## src/rtl/checker_pkg.sv

```systemverilog
// checker_pkg: shared state encoding, settle-counter width and row-count helper.
package checker_pkg;
    typedef enum logic [1:0] {IDLE, WAIT, DONE} state_t;
    localparam int SETTLE_W = 4;
    function automatic int rows(input int n);
        return 1 << n;
    endfunction
endpackage

```

## src/rtl/truth_table_checker_settle.sv

```systemverilog
// settle_timer: loadable down-counter whose zero flag marks the sample cycle of a row.
import checker_pkg::*;
module settle_timer (
    input  logic                clk,
    input  logic                rst_n,
    input  logic                load,
    input  logic [SETTLE_W-1:0] load_val,
    input  logic                en,
    output logic                zero
);
    logic [SETTLE_W-1:0] cnt;
    always_ff @(posedge clk or negedge rst_n)
        if (!rst_n) cnt <= '0;
        else if (load) cnt <= load_val;
        else if (en && cnt != '0) cnt <= cnt - 1'b1;
    assign zero = cnt == '0;
endmodule

```

## config.mk

```make
export PLATFORM = sky130hd
export DESIGN_NAME = settle_timer
export DESIGN_NICKNAME = d
export VERILOG_FILES = /design/src/rtl/checker_pkg.sv /design/src/rtl/truth_table_checker_settle.sv
export SDC_FILE = /design/constraint.sdc
export NUM_CORES = 1
export LEC_CHECK = 0
export BUFFER_PORTS_ARGS = -buffer_cell sky130_fd_sc_hd__buf_2
export CAP_MARGIN = 20
export CORE_AREA = 3 3 40 42
export CTS_BUF_LIST = sky130_fd_sc_hd__clkbuf_8
export DETAILED_ROUTE_END_ITERATION = 10
export DIE_AREA = 0 0 43 45
export GPL_TIMING_DRIVEN = 0
export PLACE_DENSITY = 0.47
export SLEW_MARGIN = 20
export SYNTH_ARGS = -nofsm -noshare
export SYNTH_HDL_FRONTEND = slang
export SYNTH_SLANG_ARGS = --single-unit
```

## constraint.sdc

```tcl
create_clock -name clk -period 1.3 [get_ports clk]
set_input_delay 0.195 -clock clk [delete_from_list [all_inputs] [get_ports clk]]
set_output_delay 0.195 -clock clk [all_outputs]
set_load 0.01 [all_outputs]
```

**After elaboration in Yosys (flattened, before gate mapping)**

Index checks and enable logic that the tools add are counted.

- Bits of input ports: 8
- Flip-flop bits (word level): 4
- Logic and storage cells: 8

- Reduce and logical (&&, ||, !) cells: 4
- Add/subtract/negate cells: 1
- Multiplexer cells: 2

Operator list:

| operator | count |
|---|---|
| $mux 4 | 2 |
| $logic_not 4->1 | 1 |
| $reduce_bool 4->1 | 1 |
| $sub 4x1->4 const B | 1 |
| $reduce_bool 2->1 | 1 |
| $logic_and 1x1->1 | 1 |

**Logic depth before layout (Yosys ltp)**

- Word-level depth: 4
- Depth in mapped cells: 5
- Gate-level depth less buffers: 5

**Worst setup path after synthesis**

No wires, ideal clock.

- Path kind: flip-flop to flip-flop
- Start point: register cnt[0]
- End point: register cnt[1]
- Clock period less this slack: 1.394 ns
- Arrival: 1.314 ns
- Path slack: -0.094 ns
- Setup time: 0.080 ns
- Required time: 1.220 ns
- Stages on the path, launching flop included: 6
- Cell sequence: dfrtp_1 -> inv_1 -> ha_1 -> nor3b_2 -> or4_1 -> o211ai_2

- Longest elaborated chain between the ends: 3
- Elaborated cells on any way between the ends: 6
- Those cells by class: 1 x add/sub; 2 x mux; 3 x reduce/logical

RTL lines:

| item | RTL line | RTL |
|---|---|---|
| from (decl) | truth_table_checker_settle.sv:11 | `logic [SETTLE_W-1:0] cnt;` |
| from (signal assigned) | truth_table_checker_settle.sv:14 | `else if (load) cnt <= load_val;` |
| from (signal assigned) | truth_table_checker_settle.sv:15 | `else if (en && cnt != '0) cnt <= cnt - 1'b1;` |
| $sub 4x1->4 or $reduce_bool 4->1 (tied branches) | truth_table_checker_settle.sv:15 |  |
| $mux 4 or $logic_and 1x1->1 (tied branches) | truth_table_checker_settle.sv:15 |  |
| $mux 4 or $reduce_bool 2->1 (tied branches) | -- |  |

Parallel ways exist; a longest one is shown, timed or not. The select of a mux whose other input is x is not followed.
A chain may end at the register's enable or synchronous reset.

**Final worst setup path**

- Start point: register cnt[1]
- End point: output port zero

- Longest elaborated chain between the ends: 1

RTL lines:

| item | RTL line | RTL |
|---|---|---|
| $logic_not 4->1 | truth_table_checker_settle.sv:16 | `assign zero = cnt == '0;` |
| to (decl) | truth_table_checker_settle.sv:9 | `output logic zero` |

Every way passes these cells.

==> run_results.csv <==
group,metric,value,unit
placed_design,routabilityCongestion,0.6509,
detailed_routing,drt-wirelength-per-cell,10.78,um
critical_path,crit_required,1.11,ns
floorplan,die-area,1935,um2
detailed_routing,wirelength,625,um
timing,tightest_slew,0.2489,ns
timing,fin_crit,1.398,ns
clocking,clock-sinks,4,
critical_path,crit_type,"reg2out",
synthesis,syn-instance-count,27,
synthesis,synth_area,270.3,um2
global_routing,grt_antenna_before_repair,0,
cells_and_area,antenna-diode-count,0,
timing,whs,0.2053,ns
synthesis,syn_avg_cell_area,10.01,um2
placed_design,port_buffers,7,
global_routing,grt_pass1_wl,966,um
clocking,clockBufferDepth,2,
clocking,clkLatencyLatePin,0.21,ns
timing,tns,-0.2458,ns
critical_path,reg2reg_depth,5,
cells_and_area,nets,54,
floorplan,rows,13,
timing,setup_viol,4,
min_path,hold_path.class,"in2reg",
global_routing,grt_overflow,0,
detailed_routing,first_pass_iters,3,
clocking,htreeDepth,1,
cells_and_area,largest_reg_flops,4,
pwr,total_power,547.1,uW
cells_and_area,top_register,"cnt",
timing,relSlewSlack,83.36,%
timing,post-route-period-util,107.5,%
outcome,violations,"negative setup slack",
timing,fin_skew,0.0008273,ns
outcome,outcome,"finished with violations",
clocking,path_clk_slew,0.03,ns
clocking,root_buffer,"clkbuf_8",
timing,fmax,0.7153,GHz
placed_design,hpwl,435,um
global_routing,grt_pass1_vias,244,
placed_design,dpl_cell_area,342.8,um2
timing,final_max_slew_viol_count,0,
detailed_routing,vias,262,
cells_and_area,syn2layout_area_growth,61.57,%
global_routing,grt_start_max_net_pins,11,
pwr,power_density,1253,nW/um2
floorplan,core_area,1285,um2
critical_path,endpoint_kind,"primary output",
cells_and_area,top_regs,"cnt (4)",
clocking,tritoncts,"built",
detailed_routing,drt_iter0_drc,5,
synthesis,synth_cell_type_count,18,
min_path,worstHoldPathCells,3,
cells_and_area,final_cell_area,436.7,um2
floorplan,ios,9,
timing,rsz0062_at_grt,"true",
placed_design,place_ws,-0.06744,ns
floorplan,die_h,45,um
critical_path,timing.rr.end,"cnt[3]$_DFFE_PN0P_",
job,cap_violations,0,
floorplan,die_x,43,um
timing,fin_ws,-0.09810,ns
min_path,hp-start,"load_val[2]",
synthesis,synthTopCellsByArea,"dfrtp_1, nor4b_2, ha_1",
synthesis,seq_area_frac_synth,37.04,%
synthesis,syn_nets,36,
synthesis,synth-seq-cells,4,
min_path,worstHoldEndpoint,"cnt[2]$_DFFE_PN0P_",
floorplan,start_util,21.03,%
detailed_routing,vias_per_cell,4.517,
detailed_routing,ant_nets,0,
critical_path,regToRegSetupSlack,-0.07,ns
detailed_routing,remaining_drc_errors,0,
synthesis,ys_warn_count,0,
timing,hold_viol_final,0,
critical_path,startpoint_type,"flop",
critical_path,r2r-start,"cnt[1]$_DFFE_PN0P_",
synthesis,synth.top_cell.area_share,37.04,%
pwr,leakage,0.0002008,uW
critical_path,critPathMaxFanout,4,
pwr,ir_drop,499.5,uV
synthesis,yosysTopAreaCell,"dfrtp_1",
clocking,numCtsBuffers,3,
cells_and_area,drive_gt1_share,53.49,%
critical_path,critPathArrivalTime,1.20,ns
global_routing,grt_util_all_layers,7.029,%
## cell families after synthesis
kind of cell	Yosys count	synth area share (%)
AOI/OAI and AO/OA	7	19.91
adders and majority gates	1	4.629
buffers and inverters	4	8.333
DFF	4	37.04
and+or+nand+nor	11	30.09
## Yosys cell counts
cell type and number:
or2b_1 1, o211ai_2 1, or4_1 1, o21ai_0 2
a221o_1 1, nor3_1 2, nor3b_1 1, ha_1 1
a21oi_1 1, o31a_1 1, inv_1 3, nand2_1 3
and4b_1 1, nor3b_2 1, o21a_1 1, buf_6 1
dfrtp_1 4, nor4b_2 1
## per-layer routing
layer / vias to the layer above / share of wire, % / global-route usage (%)
li1: 133 / - / -
met1: 123 / 46 / 8.557
met2: 6 / 47 / 9.581
met3: 0 / 7.2 / 3.187
met4: 0 / 0 / 5.422
met5: - / 0 / 0
## cells in the final DEF (no fill, tap or decap)
master / instances
buf_2: 7
buf_4: 5
dfrtp_1: 4
nand2_1: 3
clkbuf_8: 3
inv_2: 2
o21ai_0: 2
nor3b_4: 1
buf_6: 1
nor4b_2: 1
nor3_1: 1
nor3b_1: 1
a221o_1: 1
and4b_1: 1
a21oi_1: 1
inv_1: 1
or4_1: 1
o211ai_2: 1
o21a_1: 1
nor3_2: 1
or2b_1: 1
o31a_1: 1
ha_4: 1
dlygate4sd3_1: 1
## how the worst max path moves through the flow
stage	start	endpoint	slack, ns	depth (start not counted)
2_1_floorplan	cnt[0]$_DFFE_PN0P_	cnt[1]$_DFFE_PN0P_	-0.01	4
3_3_place_gp	cnt[0]$_DFFE_PN0P_	cnt[1]$_DFFE_PN0P_	-0.06	4
3_5_place_dp	cnt[0]$_DFFE_PN0P_	cnt[1]$_DFFE_PN0P_	-0.07	5
4_1_cts	cnt[0]$_DFFE_PN0P_	zero	-0.11	4
5_1_grt	cnt[1]$_DFFE_PN0P_	zero	-0.16	4
6_report	cnt[1]$_DFFE_PN0P_	zero	-0.1	4
## area by class of cell
class,instances,area (um2)
buffer,1,11.26
clock buffer,3,41.29
multi-input combinational,19,171.4
fill,135,848.3
timing repair buffer,13,82.58
inverter,3,11.26
tap,15,18.77
sequential,4,100.1
## stage by stage
stage	cells	util, %
floorplan	27	-
global placement	49	26.68
detailed placement	49	26.68
CTS	57	33.01
global route	58	33.98
finish	58	33.98
## critical path, stage by stage, from the launching register on
cell     delay [ns]
dfrtp_1        0.38
inv_2          0.07
ha_4           0.13
nor3b_4        0.23
buf_2          0.17
## repair_timing
action | in CTS | in global routing
resized for setup | 0 | 1
endpoints found under the setup margin | 3 | 4
pin swaps | 1 | 1
setup buffers | 4 | 1
hold buffers | 1 | 0
endpoints found under the hold margin | 4 | 0
## where the power goes
part           switching, uW  internal, uW
logic                   56.2          77.7
clock network           58.4           197
registers               17.0           141
total                    132           415
No activity file was read; power rests on OpenSTA's default activity.
